<file path="src/rtl/seg_pkg.sv">
// Shared types and defaults for the seven-segment scan controller.
package seg_pkg;
  typedef logic [2:0] digit_idx_t;
  typedef logic [3:0] nibble_t;

  localparam int unsigned DIV_DEF   = 100000;
  localparam int unsigned BLANK_DEF = 1000;

  function automatic nibble_t nib_at(
    input logic [31:0] v,
    input digit_idx_t  i
  );
    return v[{i, 2'b00} +: 4];
  endfunction
endpackage

</file>
<file path="src/rtl/tick_gen.sv">
// Prescaler: counts 0..DIV-1 while enabled, tick on the last count.
module tick_gen #(
  parameter int unsigned DIV = 100000
) (
  input  logic                     clk,
  input  logic                     rst,
  input  logic                     enable,
  output logic                     tick,
  output logic [$clog2(DIV)-1:0]   presc
);
  localparam int unsigned PW = $clog2(DIV);
  localparam logic [PW-1:0] LAST = PW'(DIV - 1);

  assign tick = enable && (presc == LAST);

  always_ff @(posedge clk or posedge rst) begin
    if (rst)
      presc <= '0;
    else if (tick)
      presc <= '0;
    else if (enable)
      presc <= presc + PW'(1);
  end
endmodule

</file>
<file path="src/rtl/seg_scan_ctrl.sv">
// Digit scan controller: shadowed value, refresh index, dead-time and
// leading-zero blanking for an 8-digit multiplexed display.
module seg_scan_ctrl
  import seg_pkg::*;
#(
  parameter int unsigned DIV   = DIV_DEF,
  parameter int unsigned BLANK = BLANK_DEF
) (
  input  logic        clk,
  input  logic        rst,
  input  logic        enable,
  input  logic [31:0] value,
  input  logic        value_load,
  input  logic [7:0]  dp_mask,
  input  logic        blank_lz,
  output logic [2:0]  counter,
  output logic [3:0]  digit,
  output logic        dp,
  output logic        blank,
  output logic        frame_start
);
  localparam int unsigned PW = $clog2(DIV);
  localparam logic [PW:0] BLK = (PW + 1)'(BLANK);

  logic          tick;
  logic [PW-1:0] presc;

  tick_gen #(.DIV(DIV)) u_tick (
    .clk    (clk),
    .rst    (rst),
    .enable (enable),
    .tick   (tick),
    .presc  (presc)
  );

  logic [31:0] stage;
  logic [31:0] shadow;
  logic        pending;

  logic          wrap;
  digit_idx_t    cnt_n;
  logic [31:0]   shadow_n;
  logic [PW-1:0] presc_n;
  logic          dead_n;
  logic [7:0]    lzm;
  logic          seen;
  logic          blank_n;

  assign wrap     = tick && (counter == 3'd7);
  assign cnt_n    = tick ? counter + 3'd1 : counter;
  assign shadow_n = (wrap && pending) ? stage : shadow;

  // Outputs are registered from next-state so they line up with counter.
  always_comb begin
    presc_n = presc;
    if (tick)
      presc_n = '0;
    else if (enable)
      presc_n = presc + PW'(1);
    dead_n = {1'b0, presc_n} < BLK;
  end

  always_comb begin
    lzm  = '0;
    seen = 1'b0;
    for (int i = 7; i >= 1; i--) begin
      seen   = seen | (shadow_n[4*i +: 4] != 4'h0);
      lzm[i] = !seen;
    end
  end

  assign blank_n = !enable || dead_n
                || (blank_lz && lzm[cnt_n]);

  always_ff @(posedge clk or posedge rst) begin
    if (rst) begin
      counter <= '0;
      stage   <= '0;
      shadow  <= '0;
      pending <= 1'b0;
    end else begin
      counter <= cnt_n;
      shadow  <= shadow_n;
      if (value_load) begin
        stage   <= value;
        pending <= 1'b1;
      end else if (wrap) begin
        pending <= 1'b0;
      end
    end
  end

  always_ff @(posedge clk or posedge rst) begin
    if (rst) begin
      digit       <= '0;
      dp          <= 1'b0;
      blank       <= 1'b1;
      frame_start <= 1'b0;
    end else begin
      digit       <= nib_at(shadow_n, cnt_n);
      dp          <= !blank_n && dp_mask[cnt_n];
      blank       <= blank_n;
      frame_start <= wrap;
    end
  end
endmodule

</file>
<file path="config.mk">
export PLATFORM = sky130hd
export DESIGN_NAME = seg_scan_ctrl
export DESIGN_NICKNAME = d
export VERILOG_FILES = /design/src/rtl/seg_pkg.sv /design/src/rtl/tick_gen.sv /design/src/rtl/seg_scan_ctrl.sv
export SDC_FILE = /design/constraint.sdc
export NUM_CORES = 1
export LEC_CHECK = 0
export CAP_MARGIN = 0
export CORE_MARGIN = 4
export CORE_UTILIZATION = 50
export CTS_BUF_LIST = sky130_fd_sc_hd__clkbuf_8
export CTS_CLUSTER_SIZE = 16
export DETAILED_ROUTE_END_ITERATION = 10
export GPL_ROUTABILITY_DRIVEN = 0
export MAX_ROUTING_LAYER = met4
export PLACE_DENSITY_LB_ADDON = 0.1
export SETUP_SLACK_MARGIN = 0.3
export SKIP_CTS_REPAIR_TIMING = 1
export SYNTH_ARGS = -nofsm -noshare
export SYNTH_HDL_FRONTEND = slang
export SYNTH_SLANG_ARGS = --single-unit
export TNS_END_PERCENT = 1
</file>
<file path="constraint.sdc">
create_clock -name clk -period 4.1 [get_ports clk]
set_input_delay 0.82 -clock clk [delete_from_list [all_inputs] [get_ports clk]]
set_output_delay 0.82 -clock clk [all_outputs]
set_load 0.05 [all_outputs]
</file>
==> impl_metrics.env <==
export IMPL_multi_input_area_um2=2053
export IMPL_syn_avg_cell_area_um2=11.76
export IMPL_p_comb_share_pct=10.2
export IMPL_synth_edf_count=0
export IMPL_synth_async_reset_ratio_pct=100.0
export IMPL_tns_ns=0
export IMPL_final_common_cell="dfrtp_1"
export IMPL_core_rowCount=34
export IMPL_yosys_area_share_xor_xnor_pct=2.863
export IMPL_synthesis_nets=438
export IMPL_hpwl_um=7058
export IMPL_layout_common_cells="91 x dfrtp_1, 57 x mux2_2, 54 x clkdlybuf4s50_1"
export IMPL_max_vdd_ir_drop_uv=217.8
export IMPL_path_cells="clkdlybuf4s50_1, and3_1, mux2i_2, clkinv_2, mux4_2, o21ai_0, nor3_2"
export IMPL_synth_adder_area_share_pct=0.8181
export IMPL_portBuffers=54
export IMPL_drv_slew=0
export IMPL_post_route_period_util_pct=78.69
export IMPL_antenna_found_initial=0
export IMPL_dieArea_um2=10770
export IMPL_critPathRequiredTime_ns=4.33
export IMPL_synth_yosys_seq_area_share_pct=50.20
export IMPL_syn_to_final_growth_pct=16.28
export IMPL_p_sw_w=0.0004444
export IMPL_cp_slowest_stage_delay_ns=0.73
export IMPL_p_total_w=0.001784
export IMPL_synth_top_family_by_area="multiplexers"
export IMPL_n_antenna_cell=0
export IMPL_core_um2=8806
export IMPL_seqPwrFrac_pct=57.6
export IMPL_cpLargestDelayFamily="buffers and inverters"
export IMPL_drt_first_iter_violations=157
export IMPL_die_h_um=103.8
export IMPL_grt_overflow=0
export IMPL_yosysWarnings=0
export IMPL_htreeDepth=3
export IMPL_synth_mux_area_share_pct=19.12
export IMPL_final_cells=553
export IMPL_intPower_w=0.001340
export IMPL_worst_path_max_delay_cell="clkdlybuf4s50_1"
export IMPL_start_util_pct=52.10
export IMPL_clk_path_buf_depth=2
export IMPL_numCtsBuffers=9
export IMPL_cts_tree="done"
export IMPL_worstSetupPathType="input port to flop"
export IMPL_holdCritPathClass="flop to flop"
export IMPL_regArea_um2=2303
export IMPL_cts_sinks=92
export IMPL_route_vias_total=3166
export IMPL_cts_root_buf="clkbuf_8"
export IMPL_arrival_ns=3.45
export IMPL_synthesis_instances=390
export IMPL_crit_path_start_kind="input port"
export IMPL_synth_compound_area_share_pct=7.854
export IMPL_placed_cells=538
export IMPL_grt_pass1_vias=3255
export IMPL_routed_via_density=5.725
export IMPL_fmax_mhz=309.9
export IMPL_wirelength_um=9483
export IMPL_finalSetupViolCount=0
export IMPL_final_nets=489
export IMPL_grt_first_pass_wirelength_um=16240
export IMPL_ioPinCount=55
export IMPL_wl_per_cell_um=17.15
export IMPL_place_ws_ns=0.5284
export IMPL_rsz0062_at_grt="no"
export IMPL_drive_gt1_share_pct=24.04
export IMPL_ant_nets=0
export IMPL_synth_main_ff_cell="dfrtp_1"
export IMPL_firstDrtPassIters=4
export IMPL_critPathCaptureType="flop"
export IMPL_swShare_pct=24.90
export IMPL_track_usage_pct=18.91
export IMPL_synth_distinct_cells=62
export IMPL_clk_pin_slew_worst_paths_ns=0.09
export IMPL_drc_errors=0
export IMPL_layout_min_cycle_time_ns=3.226
export IMPL_dpl_cell_area_um2=5152
export IMPL_max_slew_margin_pct=48.69
export IMPL_p_clk_share_pct=32.2
export IMPL_fin_ws_ns=0.8735
export IMPL_p_leak_nw=2.350
export IMPL_synth_simple_gate_area_share_pct=14.07
export IMPL_fin_worst_skew_ns=0.005773
export IMPL_final_design_area_no_fill_um2=5335
export IMPL_grt_start_max_net_pins=51
export IMPL_synth_seq_cells=92
export IMPL_critPathMaxFanout=16
export IMPL_die_w_um=103.8
export IMPL_powerDensity_nw_per_um2=334.4
export IMPL_clock_latency_ns=0.35
export IMPL_synth_area_um2=4588
export IMPL_num_fill_cells=720
export IMPL_maxCapViolations=0
export IMPL_max_slew_worst_pin_slew_ns=0.7687
export IMPL_crit_buf_inv=2
export IMPL_outcome="complete, no violations"
export IMPL_hold_viol=0
-- sequential cells by signal, indices dropped and copies added (netlist names) --
name / flops
u_tick.presc: 17
blank: 1
dp: 1
pending: 1
stage: 32
counter: 3
shadow: 32
digit: 4
frame_start: 1
-- cell type report --
| type | count | share of cell area (%) |
|---|---|---|
| timing repair buffer | 60 | 11.21 |
| inverter | 16 | 1.173 |
| tap | 108 | 2.533 |
| multi-input combinational | 262 | 38.48 |
| sequential | 92 | 43.18 |
| clock buffer | 9 | 2.322 |
| clock inverter | 6 | 1.102 |
-- Yosys cell counts, types with 3 or more instances --
library cell | n | area share (%)
dfrtp_1 | 91 | 50
mux2_2 | 57 | 14
nand2_1 | 24 | 2.0
nor2_1 | 24 | 2.0
mux2i_1 | 15 | 3.3
nor4_1 | 14 | 1.9
inv_1 | 13 | 1.1
a21oi_1 | 11 | 1.2
nor3_1 | 9 | 0.98
o211ai_1 | 8 | 1.3
xnor2_1 | 8 | 1.5
clkbuf_1 | 7 | 0.57
o22ai_1 | 7 | 0.95
xor2_1 | 7 | 1.3
a31oi_1 | 6 | 0.82
nand3_1 | 6 | 0.65
o21ai_0 | 6 | 0.65
nand2b_1 | 5 | 0.68
nor3_2 | 5 | 1.1
and3_1 | 4 | 0.55
nand4_1 | 4 | 0.55
a21o_1 | 3 | 0.49
buf_12 | 3 | 1.3
buf_2 | 3 | 0.33
ha_1 | 3 | 0.82
or3_1 | 3 | 0.41
or4_1 | 3 | 0.49
-- layer usage --
| metal | GRT usage (%) | part of all wire (%) | up-vias |
|---|---|---|---|
| met5 | - | 0 | - |
| met1 | 24.03 | 45 | 1573 |
| met3 | 3.856 | 4.0 | 11 |
| met2 | 31.31 | 50 | 67 |
| met4 | 4.748 | 1.1 | 0 |
| li1 | - | - | 1515 |
-- through the flow --
stage                     hold WS (ns)  utilization (%)
after floorplan                 0.4423                -
after global placement          0.4677            58.51
after CTS                       0.4914            60.59
after detailed placement        0.4709            58.51
final                           0.4934            60.59
after global routing            0.5273            60.59
-- worst reg2reg max path: stages (launching register included) --
cell      delay [ns]
dfrtp_1         0.45
or2_4           0.29
nor4_4          0.37
and3_1          0.38
mux2i_2         0.50
clkinv_2        0.36
mux4_2          0.38
o21ai_0         0.21
nor3_2          0.05
-- power by group through the flow --
stage | Clock [W] | Sequential [W] | Combinational (W)
after CTS | 0.000593 | 0.00103 | 0.000187
after global placement | 0 | 0.00104 | 0.000181
after detailed placement | 0 | 0.00104 | 0.000186
final | 0.000574 | 0.00103 | 0.000183
after floorplan | 0 | 0.00102 | 0.000134
after global routing | 0.000638 | 0.00104 | 0.000206
-- final timing paths --
path	start	endpoint	slack [ns]	depth (start not counted)
setup / recovery	enable	dp	0.87	7
hold / removal	pending	pending	0.49	1
setup reg to reg	u_tick.presc[12]	dp	0.98	8
hold reg to reg	pending	pending	0.49	1
max in group asynchronous	rst	digit[3]	2.50	3
min in group asynchronous	rst	u_tick.presc[16]	0.90	2
-- logic make-up (layout without fill, tap and decap cells) --
logic type	Yosys count	after routing
AO/OA/AOI/OAI	53	53
XOR/XNOR	15	15
adder cells (fa/ha/maj)	3	3
buffers and inverters	36	91
flip-flops	92	92
multiplexers	77	77
AND/OR/NAND/NOR	114	114
No activity file was read; power rests on OpenSTA's default activity.
